===== src/rtl/exc_mode_ctrl_pkg.sv =====
// Shared constants for the exception/mode sequencer: mode codes, FSM state
// codes, exception kinds, default vectors and the banked link-register index.
package ctrl_pkg;

   localparam int ADDR_W = 4;
   localparam int SIZE_W = 32;

   localparam logic [4:0] MODE_USR = 5'b10000;
   localparam logic [4:0] MODE_FIQ = 5'b10001;
   localparam logic [4:0] MODE_IRQ = 5'b10010;
   localparam logic [4:0] MODE_SVC = 5'b10011;

   typedef logic [2:0] state_t;
   localparam state_t ST_RST_VEC = 3'd0;
   localparam state_t ST_IDLE    = 3'd1;
   localparam state_t ST_SAVE    = 3'd2;
   localparam state_t ST_JUMP    = 3'd3;
   localparam state_t ST_RET_RD  = 3'd4;
   localparam state_t ST_RET_PC  = 3'd5;

   typedef enum logic [1:0] {
      EXC_FIQ = 2'd0,
      EXC_IRQ = 2'd1,
      EXC_SWI = 2'd2,
      EXC_RET = 2'd3
   } exc_kind_e;

   localparam logic [31:0] DEF_VEC_RST = 32'h00;
   localparam logic [31:0] DEF_VEC_SWI = 32'h08;
   localparam logic [31:0] DEF_VEC_IRQ = 32'h18;
   localparam logic [31:0] DEF_VEC_FIQ = 32'h1C;

   localparam logic [3:0] DEF_LR_ADDR = 4'd14;

endpackage


===== src/rtl/exc_mode_ctrl_if.sv =====
// Sequencer <-> register-file/datapath bundle.
// master: controller side (requests/PC/Lr_Data in; M, PC and reg-write controls out).
// slave : register file / datapath side.
interface exc_mode_ctrl_if #(
   parameter int ADDR = 4,
   parameter int SIZE = 32
);
   logic            Fiq_Req;
   logic            Irq_Req;
   logic            Swi_Req;
   logic            Ret_Req;
   logic [SIZE-1:0] PC;
   logic [SIZE-1:0] Lr_Data;
   logic [4:0]      M;
   logic            Write_PC;
   logic [SIZE-1:0] PC_New;
   logic            Write_Reg;
   logic [ADDR-1:0] W_Addr;
   logic [SIZE-1:0] W_Data;
   logic [ADDR-1:0] Rd_Addr;
   logic            Stall;
   logic [1:0]      Mask;

   modport master (
      input  Fiq_Req, Irq_Req, Swi_Req, Ret_Req,
      input  PC, Lr_Data,
      output M, Write_PC, PC_New, Write_Reg,
      output W_Addr, W_Data, Rd_Addr, Stall, Mask
   );

   modport slave (
      output Fiq_Req, Irq_Req, Swi_Req, Ret_Req,
      output PC, Lr_Data,
      input  M, Write_PC, PC_New, Write_Reg,
      input  W_Addr, W_Data, Rd_Addr, Stall, Mask
   );
endinterface


===== src/rtl/exc_mode_ctrl_prio_enc.sv =====
// Priority/mask encoder: FIQ (F=0) > IRQ (I=0) > SWI > RET (not from USR).
// Ports: request levels, mask_i={F,I}, mode_i; take_o and kind_o out.
module exc_prio_enc
   import ctrl_pkg::*;
(
   input  logic       fiq_i,
   input  logic       irq_i,
   input  logic       swi_i,
   input  logic       ret_i,
   input  logic [1:0] mask_i,
   input  logic [4:0] mode_i,
   output logic       take_o,
   output exc_kind_e  kind_o
);

   always_comb begin
      take_o = 1'b0;
      kind_o = EXC_FIQ;
      priority case (1'b1)
         fiq_i && !mask_i[1]: begin
            take_o = 1'b1;
            kind_o = EXC_FIQ;
         end
         irq_i && !mask_i[0]: begin
            take_o = 1'b1;
            kind_o = EXC_IRQ;
         end
         swi_i: begin
            take_o = 1'b1;
            kind_o = EXC_SWI;
         end
         ret_i && (mode_i != MODE_USR): begin
            take_o = 1'b1;
            kind_o = EXC_RET;
         end
         default: begin
            take_o = 1'b0;
            kind_o = EXC_FIQ;
         end
      endcase
   end

endmodule


===== src/rtl/exc_mode_ctrl.sv =====
// Exception/mode sequencer for the banked register file. Build option: SPSR_EN.
// Ports: Clk, Rst (sync, active-high), bus (exc_mode_ctrl_if.master).
module exc_mode_ctrl
   import ctrl_pkg::*;
#(
   parameter int              ADDR    = ADDR_W,
   parameter int              SIZE    = SIZE_W,
   parameter logic [ADDR-1:0] LR_ADDR = DEF_LR_ADDR,
   parameter logic [SIZE-1:0] VEC_RST = DEF_VEC_RST,
   parameter logic [SIZE-1:0] VEC_SWI = DEF_VEC_SWI,
   parameter logic [SIZE-1:0] VEC_IRQ = DEF_VEC_IRQ,
   parameter logic [SIZE-1:0] VEC_FIQ = DEF_VEC_FIQ
) (
   input logic              Clk,
   input logic              Rst,
   exc_mode_ctrl_if.master  bus
);

   state_t          state_q, state_d;
   logic [4:0]      m_q, m_d;
   logic [1:0]      mask_q, mask_d;
   logic [SIZE-1:0] ret_q, ret_d;
   logic [SIZE-1:0] pcn_q, pcn_d;
   logic            take;
   exc_kind_e       kind;
   logic [6:0]      restore;

   exc_prio_enc u_prio (
      .fiq_i  (bus.Fiq_Req),
      .irq_i  (bus.Irq_Req),
      .swi_i  (bus.Swi_Req),
      .ret_i  (bus.Ret_Req),
      .mask_i (mask_q),
      .mode_i (m_q),
      .take_o (take),
      .kind_o (kind)
   );

`ifdef SPSR_EN
   logic [6:0] spsr_fiq_q, spsr_fiq_d;
   logic [6:0] spsr_irq_q, spsr_irq_d;
   logic [6:0] spsr_svc_q, spsr_svc_d;

   always_comb begin
      unique case (m_q)
         MODE_FIQ: restore = spsr_fiq_q;
         MODE_IRQ: restore = spsr_irq_q;
         MODE_SVC: restore = spsr_svc_q;
         default:  restore = {2'b00, MODE_USR};
      endcase
   end
`else
   assign restore = {2'b00, MODE_USR};
`endif

   always_comb begin
      state_d = state_q;
      m_d     = m_q;
      mask_d  = mask_q;
      ret_d   = ret_q;
      pcn_d   = pcn_q;
`ifdef SPSR_EN
      spsr_fiq_d = spsr_fiq_q;
      spsr_irq_d = spsr_irq_q;
      spsr_svc_d = spsr_svc_q;
`endif
      unique case (state_q)
         ST_RST_VEC: state_d = ST_IDLE;
         ST_IDLE: begin
            if (take) begin
               if (kind == EXC_RET) begin
                  state_d = ST_RET_RD;
               end else begin
                  state_d = ST_SAVE;
                  ret_d   = bus.PC;
               end
               unique case (kind)
                  EXC_FIQ: begin
                     m_d    = MODE_FIQ;
                     mask_d = 2'b11;
                     pcn_d  = VEC_FIQ;
`ifdef SPSR_EN
                     spsr_fiq_d = {mask_q, m_q};
`endif
                  end
                  EXC_IRQ: begin
                     m_d    = MODE_IRQ;
                     mask_d = {mask_q[1], 1'b1};
                     pcn_d  = VEC_IRQ;
`ifdef SPSR_EN
                     spsr_irq_d = {mask_q, m_q};
`endif
                  end
                  EXC_SWI: begin
                     m_d    = MODE_SVC;
                     mask_d = {mask_q[1], 1'b1};
                     pcn_d  = VEC_SWI;
`ifdef SPSR_EN
                     spsr_svc_d = {mask_q, m_q};
`endif
                  end
                  default: ;
               endcase
            end
         end
         ST_SAVE:   state_d = ST_JUMP;
         ST_JUMP:   state_d = ST_IDLE;
         ST_RET_RD: begin
            pcn_d   = bus.Lr_Data;
            state_d = ST_RET_PC;
         end
         ST_RET_PC: begin
            {mask_d, m_d} = restore;
            state_d       = ST_IDLE;
         end
         default:   state_d = ST_RST_VEC;
      endcase
   end

   always_ff @(posedge Clk) begin
      if (Rst) begin
         state_q <= ST_RST_VEC;
         m_q     <= MODE_SVC;
         mask_q  <= 2'b11;
         ret_q   <= '0;
         pcn_q   <= VEC_RST;
`ifdef SPSR_EN
         spsr_fiq_q <= {2'b00, MODE_USR};
         spsr_irq_q <= {2'b00, MODE_USR};
         spsr_svc_q <= {2'b00, MODE_USR};
`endif
      end else begin
         state_q <= state_d;
         m_q     <= m_d;
         mask_q  <= mask_d;
         ret_q   <= ret_d;
         pcn_q   <= pcn_d;
`ifdef SPSR_EN
         spsr_fiq_q <= spsr_fiq_d;
         spsr_irq_q <= spsr_irq_d;
         spsr_svc_q <= spsr_svc_d;
`endif
      end
   end

   assign bus.M        = m_q;
   assign bus.Mask     = mask_q;
   assign bus.PC_New   = pcn_q;
   assign bus.W_Data   = ret_q;
   assign bus.W_Addr   = LR_ADDR;
   assign bus.Rd_Addr  = LR_ADDR;
   assign bus.Stall    = (state_q != ST_IDLE);
   assign bus.Write_PC = (state_q == ST_RST_VEC) ||
                         (state_q == ST_JUMP) ||
                         (state_q == ST_RET_PC);
   // A reset landing on the SAVE edge must not commit the LR write.
   assign bus.Write_Reg = (state_q == ST_SAVE) && !Rst;

endmodule


===== src/flat_wrapper.sv =====
// flat-port wrapper written by rule: the top's interface ports become plain ports
module exc_mode_ctrl_flat import ctrl_pkg::*;
#(
   parameter int              ADDR    = ADDR_W,
   parameter int              SIZE    = SIZE_W,
   parameter logic [ADDR-1:0] LR_ADDR = DEF_LR_ADDR,
   parameter logic [SIZE-1:0] VEC_RST = DEF_VEC_RST,
   parameter logic [SIZE-1:0] VEC_SWI = DEF_VEC_SWI,
   parameter logic [SIZE-1:0] VEC_IRQ = DEF_VEC_IRQ,
   parameter logic [SIZE-1:0] VEC_FIQ = DEF_VEC_FIQ
)
  (Clk, Rst, bus_Fiq_Req, bus_Irq_Req, bus_Swi_Req, bus_Ret_Req, bus_PC, bus_Lr_Data, bus_M, bus_Write_PC, bus_PC_New, bus_Write_Reg, bus_W_Addr, bus_W_Data, bus_Rd_Addr, bus_Stall, bus_Mask);
  exc_mode_ctrl_if #(.ADDR(ADDR), .SIZE(SIZE)) bus_i ();
  input logic Clk;
  input logic Rst;
  input wire logic [$bits(bus_i.Fiq_Req)-1:0] bus_Fiq_Req;
  input wire logic [$bits(bus_i.Irq_Req)-1:0] bus_Irq_Req;
  input wire logic [$bits(bus_i.Swi_Req)-1:0] bus_Swi_Req;
  input wire logic [$bits(bus_i.Ret_Req)-1:0] bus_Ret_Req;
  input wire logic [$bits(bus_i.PC)-1:0] bus_PC;
  input wire logic [$bits(bus_i.Lr_Data)-1:0] bus_Lr_Data;
  output wire logic [$bits(bus_i.M)-1:0] bus_M;
  output wire logic [$bits(bus_i.Write_PC)-1:0] bus_Write_PC;
  output wire logic [$bits(bus_i.PC_New)-1:0] bus_PC_New;
  output wire logic [$bits(bus_i.Write_Reg)-1:0] bus_Write_Reg;
  output wire logic [$bits(bus_i.W_Addr)-1:0] bus_W_Addr;
  output wire logic [$bits(bus_i.W_Data)-1:0] bus_W_Data;
  output wire logic [$bits(bus_i.Rd_Addr)-1:0] bus_Rd_Addr;
  output wire logic [$bits(bus_i.Stall)-1:0] bus_Stall;
  output wire logic [$bits(bus_i.Mask)-1:0] bus_Mask;
  assign bus_i.Fiq_Req = bus_Fiq_Req;
  assign bus_i.Irq_Req = bus_Irq_Req;
  assign bus_i.Swi_Req = bus_Swi_Req;
  assign bus_i.Ret_Req = bus_Ret_Req;
  assign bus_i.PC = bus_PC;
  assign bus_i.Lr_Data = bus_Lr_Data;
  assign bus_M = bus_i.M;
  assign bus_Write_PC = bus_i.Write_PC;
  assign bus_PC_New = bus_i.PC_New;
  assign bus_Write_Reg = bus_i.Write_Reg;
  assign bus_W_Addr = bus_i.W_Addr;
  assign bus_W_Data = bus_i.W_Data;
  assign bus_Rd_Addr = bus_i.Rd_Addr;
  assign bus_Stall = bus_i.Stall;
  assign bus_Mask = bus_i.Mask;
  exc_mode_ctrl #(.ADDR(ADDR), .SIZE(SIZE), .LR_ADDR(LR_ADDR), .VEC_RST(VEC_RST), .VEC_SWI(VEC_SWI), .VEC_IRQ(VEC_IRQ), .VEC_FIQ(VEC_FIQ)) u_core (.Clk(Clk), .Rst(Rst), .bus(bus_i));
endmodule

===== config.mk =====
export PLATFORM = sky130hd
export DESIGN_NAME = exc_mode_ctrl_flat
export DESIGN_NICKNAME = d
export VERILOG_FILES = /design/src/rtl/exc_mode_ctrl_pkg.sv /design/src/rtl/exc_mode_ctrl_if.sv /design/src/rtl/exc_mode_ctrl_prio_enc.sv /design/src/rtl/exc_mode_ctrl.sv /design/src/flat_wrapper.sv
export SDC_FILE = /design/constraint.sdc
export NUM_CORES = 1
export LEC_CHECK = 0
export BUFFER_PORTS_ARGS = -buffer_cell sky130_fd_sc_hd__buf_2
export CORE_MARGIN = 1
export CORE_UTILIZATION = 25
export DETAILED_ROUTE_END_ITERATION = 8
export HOLD_SLACK_MARGIN = 0.15
export SLEW_MARGIN = 20
export SYNTH_ARGS = -nofsm -noshare
export SYNTH_HDL_FRONTEND = slang
export SYNTH_HIERARCHICAL = 1
export SYNTH_SLANG_ARGS = --single-unit

===== constraint.sdc =====
create_clock -name Clk -period 2.4 [get_ports Clk]
set_input_delay 0.24 -clock Clk [delete_from_list [all_inputs] [get_ports Clk]]
set_output_delay 0.24 -clock Clk [all_outputs]
set_load 0.005 [all_outputs]

==> results.json, run 1 <==
{
  "reg2reg_depth": 8,
  "syn_avg_cell_area_um2": 9.53,
  "switchingPower_uw": 758,
  "path_cells": "nor4_2, nor3_2, inv_1, ha_1, o21a_2, a311oi_4, buf_12, a22o_1",
  "hold_depth": 3,
  "start_kind": "flop",
  "ys.flop_type": "dfxtp_1",
  "core_area_um2": 11400,
  "clockRootBuffer": "clkbuf_16",
  "io_buffers": 140,
  "synth_common_cells": "dfxtp_1, o21ai_0, a21oi_1",
  "antenna_found_initial": 0,
  "cp_max_fo": 29,
  "tightest_slew_ns": 1.09,
  "ys_seq_elements": 71,
  "hold_class": "input port to flop",
  "p_per_area_nw_per_um2": 717,
  "ant_nets": 0,
  "arrival_ns": 2.51,
  "synth_compound_area_frac": 0.264,
  "synth_xor_area_frac": 0,
  "max-vdd-ir-drop_uv": 494,
  "grt_max_degree": 44,
  "max_freq_ghz": 0.444,
  "routed_via_density": 4.71,
  "dr.pass1.iters": 4,
  "ys_types": 43,
  "comb_power_share": 0.140,
  "drive_gt1_frac": 0.381,
  "cts_buffers": 9,
  "nNetsFinal": 544,
  "grt_first_pass_wirelength_um": 12300,
  "finalMaxSlewViolations": 0,
  "critPathKind": "flop to flop",
  "finalSetupViolations": 0,
  "routed_wl_um": 8450,
  "synth_area_leaders": "dfxtp_1, a22o_1, o21ai_0",
  "row_count": 39,
  "drt_iter0_drc": 194,
  "wire_per_inst_um": 13.7,
  "synth_fa_ha_area_frac": 0.0172,
  "dp_slack_ns": 0.0458,
  "crit_required_ns": 2.66,
  "synth-simple-area-share": 0.132,
  "area_growth_pct": 48.8,
  "cts_tree": "yes",
  "status": "completed",
  "clkTransAtPathRegs_ns": 0.06,
  "ys_seq_area_frac": 0.489,
  "maxCapViolations": 0,
  "cts_sinks": 71,
  "io-pin-count": 152,
  "finalCoreUtilization": 0.381,
  "fin_crit_ns": 2.25,
  "gp_congestion": 0.813,
  "rsz0062_at_grt": "no",
  "synth_top_area_share": 0.489,
  "die_x_um": 110,
  "insertion_delay_ns": 0.33,
  "swShare": 0.244,
  "muxShareOfSynthArea": 0.00688,
  "setup_ws_ns": 0.147,
  "dp_hpwl_um": 5550,
  "ys_async_sr_fraction": 0,
  "clock_path_buffers": 2,
  "htree_levels": 3,
  "setup_tns_ns": 0,
  "clockPowerShare": 0.450,
  "vias": 2910,
  "yosys_warnings": 6,
  "critPathCaptureType": "flop",
  "overflow": 0,
  "synth_edf_count": 0,
  "synth_top_area_cell": "dfxtp_1",
  "grt_usage": 0.135,
  "dieArea_um2": 12100,
  "synth_area_um2": 2910,
  "period_share": 0.939,
  "grt_pass1_vias": 2599,
  "drc": 0,
  "leakagePower_uw": 0.00198,
  "cpMaxStageDelayCell": "dfxtp_1",
  "start_util": 0.256,
  "synth_top_family_by_area": "compound AO/OA/AOI/OAI gates",
  "slowest_delay_ns": 0.42,
  "hold_viol_final": 0,
  "yosysMostFrequentCell": "dfxtp_1",
  "p_int_uw": 2350,
  "synthCells": 305,
  "sequentialPowerShare": 0.409,
  "slew_headroom": 0.270,
  "fin_worst_skew_ns": 0.00437,
  "die_h_um": 110,
  "num_antenna_cells": 0
}
power groups by stage:
stage,Combinational [µW],Clock (µW),Sequential [µW]
CTS,436,1440,1270
global placement,388,0,1290
finish,436,1400,1270
detailed placement,395,0,1290
floorplan,237,0,1290
global route,484,1490,1280
cell type report:
type,instances,area (µm²)
clock buffers,10,229
clock inverters,6,85.1
fillers,1124,7040
inverters,4,15.0
multi-input cells,203,1300
flip-flops and latches,71,1420
well taps,143,179
repair buffers,181,1100
routing by layer:
layer  share of wire  vias up  global-route usage
met4           0.013        0              0.0571
li1                -     1410                   -
met3           0.097        9              0.0539
met5               0        -                   0
met2            0.48      124               0.235
met1            0.41     1367               0.144
through the flow:
stage                     hold WS [ns]  power (µW)  cells  cell area (µm²)
final                            0.166        3100    618             4330
after global routing             0.153        3250    618             4330
after CTS                        0.150        3150    618             4320
after detailed placement         0.453        1690    571             3690
after global placement           0.447        1680    571             3690
after floorplan                  0.365        1530    317             2950
worst max-delay path: cells and delay by family (launching register included):
kind,cells,cell delay [ns]
AO/OA/AOI/OAI,3,0.78
flip-flops,1,0.42
AND/OR/NAND/NOR,2,0.36
buffers and inverters,2,0.32
adder cells (fa/ha/maj),1,0.30
logic make-up after synthesis:
kind of cell,after synthesis
AO/OA/AOI/OAI,117
adder cells (fa/ha/maj),4
buffers and inverters,43
flip-flops,71
multiplexers,2
other,2
AND/OR/NAND/NOR,66
registers in the layout, indices dropped and copies added (netlist names):
| signal | count |
|---|---|
| u_core/bus.PC_New | 32 |
| u_core/bus.Mask | 2 |
| u_core/bus.W_Data | 32 |
| u_core/bus.M | 2 |
| u_core/state_q | 3 |
what timing repair did:
action / 4_1_cts / 5_1_grt
hold endpoints to repair: 31 / 0
hold buffers: 31 / 0
setup endpoints to repair: 0 / 29
buffers inserted: 0 / 0
gates resized for setup: 0 / 2
layout by cell type (no fill, tap or decap), types with 2 or more instances in the layout:
cell type / count
buf_2: 140
dfxtp_1: 71
o21ai_0: 36
a21oi_1: 34
nand3_1: 32
dlygate4sd3_1: 31
a22o_1: 29
conb_1: 14
clkbuf_16: 9
buf_4: 9
nand2_1: 8
nand2b_1: 5
inv_1: 4
ha_1: 4
nor3_1: 3
nor2_1: 3
clkinv_2: 2
clkinvlp_4: 2
bufinv_16: 2
or2_2: 2
a311oi_1: 2
mux2i_1: 2
a31oi_1: 2
o21bai_1: 2
a21o_1: 2
worst paths after layout:
check                                          start                     to  slack [ns]
worst max-delay path                 u_core/bus.M[0]  u_core/bus.PC_New[31]        0.15
worst min-delay path                      bus_PC[12]  u_core/bus.W_Data[12]        0.17
worst max register to register       u_core/bus.M[0]  u_core/bus.PC_New[31]        0.15
worst min register to register  u_core/bus.PC_New[2]   u_core/bus.PC_New[2]        0.46
(Power assumes the default switching activity.)
==> inputs of run 2 (changes only) <==
--- a/config.mk
+++ b/config.mk
@@ -5,6 +5,7 @@
 export SDC_FILE = /design/constraint.sdc
 export NUM_CORES = 1
 export LEC_CHECK = 0
+export ABC_AREA = 1
 export BUFFER_PORTS_ARGS = -buffer_cell sky130_fd_sc_hd__buf_2
 export CORE_MARGIN = 1
 export CORE_UTILIZATION = 25
==> run 2 against run 1 <==
Non-clock buffer count shrank 28; clock skew about the same; largest cell class is now multi-input combinational cells; area after synthesis rose by 10%; largest power group is now registers; count of clock-buffer cells in the layout stayed put; critical path depth increased by 5.
==> results.json, run 2 <==
{
  "finalMaxSlewViolations": 0,
  "ys_async_sr_fraction": 0,
  "synth_area_um2": 3200,
  "htree_levels": 3,
  "row_count": 40,
  "start_util": 0.261,
  "setup_tns_ns": 0,
  "leakagePower_uw": 0.00219,
  "gp_congestion": 0.778,
  "drt_iter0_drc": 301,
  "crit_family": "simple AND/OR/NAND/NOR gates",
  "drc": 0,
  "num_antenna_cells": 0,
  "ys_types": 26,
  "start_kind": "flop",
  "die_h_um": 115,
  "cp_max_fo": 14,
  "layout_commonest_cell": "buf_2",
  "grt_usage": 0.138,
  "fin_worst_skew_ns": 0.00473,
  "nNetsFinal": 663,
  "routed_via_density": 4.45,
  "path_cells": "nor2_1, nand3_1, nand3_1, a21oi_2, inv_1, ha_1, inv_1, nand4_1, inv_2, buf_12, nor2_8, nor2_1, nor2_1",
  "fill_cells": 1310,
  "routed_wl_um": 9260,
  "grt_pass1_vias": 3018,
  "place_area_um2": 3990,
  "worst-path-buf-inv": 4,
  "dr.pass1.iters": 4,
  "io-pin-count": 152,
  "synthCells": 451,
  "cts_sinks": 71,
  "max-vdd-ir-drop_uv": 486,
  "cp_num_cells": 13,
  "clock_path_buffers": 2,
  "critical_path.most_common_cell": "nor2_1",
  "multi_input_area_um2": 1510,
  "overflow": 0,
  "core_area_um2": 12300,
  "tightest_slew_ns": 0.616,
  "rsz0062_at_grt": "no",
  "max_freq_ghz": 0.460,
  "period_share": 0.907,
  "die_x_um": 115,
  "cts_tree": "yes",
  "crit_required_ns": 2.66,
  "slew_headroom": 0.589,
  "maxCapViolations": 0,
  "critPathCaptureType": "flop",
  "area_growth_pct": 37.0,
  "antenna_found_initial": 0,
  "hold_depth": 3,
  "finalPower_uw": 3870,
  "ff_latch_area_um2": 1420,
  "finalInstanceArea_um2": 4390,
  "grt_first_pass_wirelength_um": 14200,
  "ys_seq_elements": 71,
  "final_cell_mix": "buf_2, nor2_1, dfxtp_1",
  "yosys_warnings": 6,
  "ys_seq_area_frac": 0.444,
  "arrival_ns": 2.44,
  "slowest_delay_ns": 0.35,
  "io_buffers": 140,
  "vias": 3390,
  "synth_edf_count": 0,
  "synth_top_area_share": 0.444,
  "p_per_area_nw_per_um2": 882,
  "insertion_delay_ns": 0.33,
  "ys.flop_type": "dfxtp_1",
  "fin_crit_ns": 2.18,
  "dieArea_um2": 13300,
  "cts_buffers": 9,
  "clkTransAtPathRegs_ns": 0.06,
  "dp_hpwl_um": 6250,
  "grt_max_degree": 42,
  "drive_gt1_frac": 0.310,
  "synth_area_leaders": "dfxtp_1, nor2_1, nand2_1",
  "finalSetupViolations": 0,
  "yosysMostFrequentCell": "nor2_1",
  "ant_nets": 0,
  "hold_class": "input port to flop",
  "cpMaxStageDelayCell": "dfxtp_1",
  "wire_per_inst_um": 12.2,
  "syn_avg_cell_area_um2": 7.10,
  "clockRootBuffer": "clkbuf_16",
  "synth_common_cells": "nor2_1, dfxtp_1, nand2_1",
  "status": "completed",
  "synth_top_area_cell": "dfxtp_1",
  "critPathKind": "flop to flop",
  "reg2reg_depth": 13,
  "hold_viol_final": 0
}
==> run 2: final cells by class <==
class | count | share of cell area
Multi-Input combinational cell | 328 | 0.345
Sequential cell | 71 | 0.324
Timing Repair Buffer | 153 | 0.189
Clock buffer | 10 | 0.0522
Tap cell | 168 | 0.0479
Inverter | 26 | 0.0223
Clock inverter | 6 | 0.0194
==> run 2: cells by family (layout without fill, tap and decap cells) <==
family,after synthesis,count (layout),synth area share
buffers and inverters,65,195,0.102
AOI/OAI and AO/OA,44,44,0.0708
other,2,14,0.00235
DFF,71,71,0.444
adders and majority gates,4,4,0.0156
and+or+nand+nor,265,266,0.365
==> run 2: power breakdown <==
part	total, µW	internal, µW	switching (µW)
clock	1410	906	500
combinational	995	419	576
sequential	1460	1360	100
total	3870	2690	1180
==> run 2: stage by stage <==
stage / worst slack [ns] / hold slack (ns) / util / instances
after floorplan: 0.381 / 0.309 / - / 463
after global placement: 0.280 / 0.451 / 0.325 / 740
after detailed placement: 0.158 / 0.468 / 0.325 / 740
after CTS: 0.145 / 0.150 / 0.352 / 757
after global routing: 0.0242 / 0.165 / 0.358 / 762
final: 0.224 / 0.161 / 0.358 / 762
==> run 2: worst reg2reg max path, cell delays in order (launching register included) <==
cell,delay [ns]
dfxtp_1,0.35
nor2_1,0.05
nand3_1,0.11
nand3_1,0.10
a21oi_2,0.18
inv_1,0.08
ha_1,0.34
inv_1,0.05
nand4_1,0.20
inv_2,0.12
buf_12,0.15
nor2_8,0.20
nor2_1,0.08
nor2_1,0.11
==> run 2: what timing repair did <==
item	4_1_cts	5_1_grt
buffers inserted	0	4
setup endpoints to repair	0	28
hold buffers	1	0
gates resized for setup	0	2
hold endpoints to repair	1	0
==> run 2: path summary, 6_finish.rpt <==
kind | from | end | slack [ns]
worst min-delay path | bus_PC[27] | u_core/bus.W_Data[27] | 0.16
worst min register to register | u_core/bus.PC_New[3] | u_core/bus.PC_New[3] | 0.48
worst max register to register | u_core/bus.M[0] | u_core/bus.PC_New[14] | 0.22
worst max-delay path | u_core/bus.M[0] | u_core/bus.PC_New[14] | 0.22
==> run 2: metal layers <==
layer  share of wire  up-vias  wire, µm  GRT usage
met3           0.093       11       863     0.0490
li1                -     1707         -          -
met5               0        -         0          0
met1            0.43     1510      3980      0.163
met2            0.47      162      4310      0.229
met4           0.011        0       103     0.0494
==> inputs of run 3 (changes only) <==
--- a/config.mk
+++ b/config.mk
@@ -10,6 +10,7 @@
 export CORE_MARGIN = 1
 export CORE_UTILIZATION = 25
 export DETAILED_ROUTE_END_ITERATION = 8
+export GPL_TIMING_DRIVEN = 0
 export HOLD_SLACK_MARGIN = 0.15
 export SLEW_MARGIN = 20
 export SYNTH_ARGS = -nofsm -noshare
==> run 3 against run 2 <==
Final cell count increased by 4.1%; routed wire length grew 2.1%; register-to-register slack better by 0.05 ns; clock power fell by 6%; fmax up 2.4%; combinational power about the same; via count increased by 1.6%; count of clock-buffer cells in the layout increased by 2; non-clock buffer count is 31 higher; clock skew about the same; global-route usage rose by 0.97 points; core utilization rose by 1.2 points; largest power group unchanged.
==> results.json, run 3 (synthesis results as in run 2) <==
{
  "die_h_um": 115,
  "row_count": 40,
  "arrival_ns": 2.39,
  "routed_via_density": 4.34,
  "finalMaxSlewViolations": 0,
  "maxCapViolations": 0,
  "grt_usage": 0.147,
  "cp_max_fo": 10,
  "grt_first_pass_wirelength_um": 15000,
  "p_per_area_nw_per_um2": 840,
  "overflow": 0,
  "critPathKind": "flop to flop",
  "wire_per_inst_um": 11.9,
  "io-pin-count": 152,
  "final_cell_mix": "buf_2, nor2_1, dfxtp_1",
  "leakagePower_uw": 0.00228,
  "io_buffers": 140,
  "htree_levels": 3,
  "dr.pass1.iters": 4,
  "hold_viol_final": 0,
  "finalSetupViolations": 0,
  "start_util": 0.261,
  "nNetsFinal": 693,
  "fill_cells": 1309,
  "layout_commonest_cell": "buf_2",
  "max-vdd-ir-drop_uv": 294,
  "dieArea_um2": 13300,
  "placed_cells": 771,
  "grt_pass1_vias": 3181,
  "fin_worst_skew_ns": 0.00477,
  "finalPower_uw": 3810,
  "ff_latch_area_um2": 1420,
  "rsz0062_at_grt": "no",
  "area_growth_pct": 41.7,
  "dp_hpwl_um": 7260,
  "clkTransAtPathRegs_ns": 0.06,
  "clock_path_buffers": 2,
  "die_x_um": 115,
  "critPathCaptureType": "flop",
  "core_area_um2": 12300,
  "multi_input_area_um2": 1520,
  "status": "completed",
  "vias": 3444,
  "period_share": 0.886,
  "drt_iter0_drc": 190,
  "cts_buffers": 9,
  "fin_cells": 793,
  "start_kind": "flop",
  "insertion_delay_ns": 0.33,
  "hold_class": "input port to flop",
  "drive_gt1_frac": 0.316,
  "max_freq_ghz": 0.471,
  "fin_hold_ws_ns": 0.159,
  "antenna_found_initial": 1,
  "fin_crit_ns": 2.13,
  "crit_required_ns": 2.67,
  "routed_wl_um": 9460,
  "cts_sinks": 71,
  "gp_congestion": 0.809,
  "ant_nets": 0,
  "grt_max_degree": 12,
  "cts_tree": "yes",
  "clockRootBuffer": "clkbuf_16",
  "drc": 0,
  "setup_tns_ns": 0
}
## run 3: stage by stage
stage               setup slack [ns]  instance area, µm²   util
finish                         0.275                4530  0.370
global placement              0.0523                4160  0.339
global route                  0.0795                4530  0.370
detailed placement            0.0256                4160  0.339
floorplan                      0.381                3250      -
CTS                          0.00528                4490  0.366
## run 3: what timing repair did
item                       in CTS  in global routing
hold endpoints to repair        4                  0
setup endpoints to repair       0                 26
hold buffers                    4                  0
setup buffers                   0                  1
gates resized for setup         0                 10
## run 3: per-layer routing
metal  global-route usage  share of wire  up-vias
li1                     -              -     1762
met3               0.0685          0.097        9
met1                0.172           0.44     1529
met4               0.0338         0.0082        0
met5                    0              0        -
met2                0.245           0.46      144
## run 3: report_power, final
group / total (µW) / internal [µW] / switching, µW / leakage (µW)
logic: 1010 / 440 / 573 / 0.00155
clock network: 1330 / 828 / 502 / 0.000146
registers: 1460 / 1360 / 99.4 / 0.000584
## run 3: final cells by class
cell class / count / area share
Clock buffer: 12 / 0.0544
Antenna cell: 1 / 0.000552
Clock inverter: 4 / 0.00993
Timing Repair Buffer: 145 / 0.165
Sequential cell: 71 / 0.313
Inverter: 26 / 0.0215
Multi-Input combinational cell: 327 / 0.336
Tap cell: 168 / 0.0464
Buffer: 39 / 0.0527
## run 3: path summary, 6_finish.rpt
kind / start / to / slack (ns) / cells past startpoint
setup / recovery: u_core/bus.M[1] / u_core/bus.PC_New[24] / 0.27 / 13
hold / removal: bus_PC[16] / u_core/bus.W_Data[16] / 0.16 / 3
setup reg to reg: u_core/bus.M[1] / u_core/bus.PC_New[24] / 0.27 / 13
hold reg to reg: u_core/bus.PC_New[15] / u_core/bus.PC_New[15] / 0.47 / 2
## run 3: critical path, stage by stage, from the launching register on
cell and delay [ns]:
dfxtp_1 0.36, nor2_1 0.06, nand3_1 0.11, nand3_1 0.10, a21oi_2 0.19, inv_1 0.11
ha_4 0.26, inv_1 0.05, nand4_1 0.19, buf_6 0.20, clkbuf_4 0.18, nand4_1 0.09
nand2_1 0.05, nor2_1 0.10
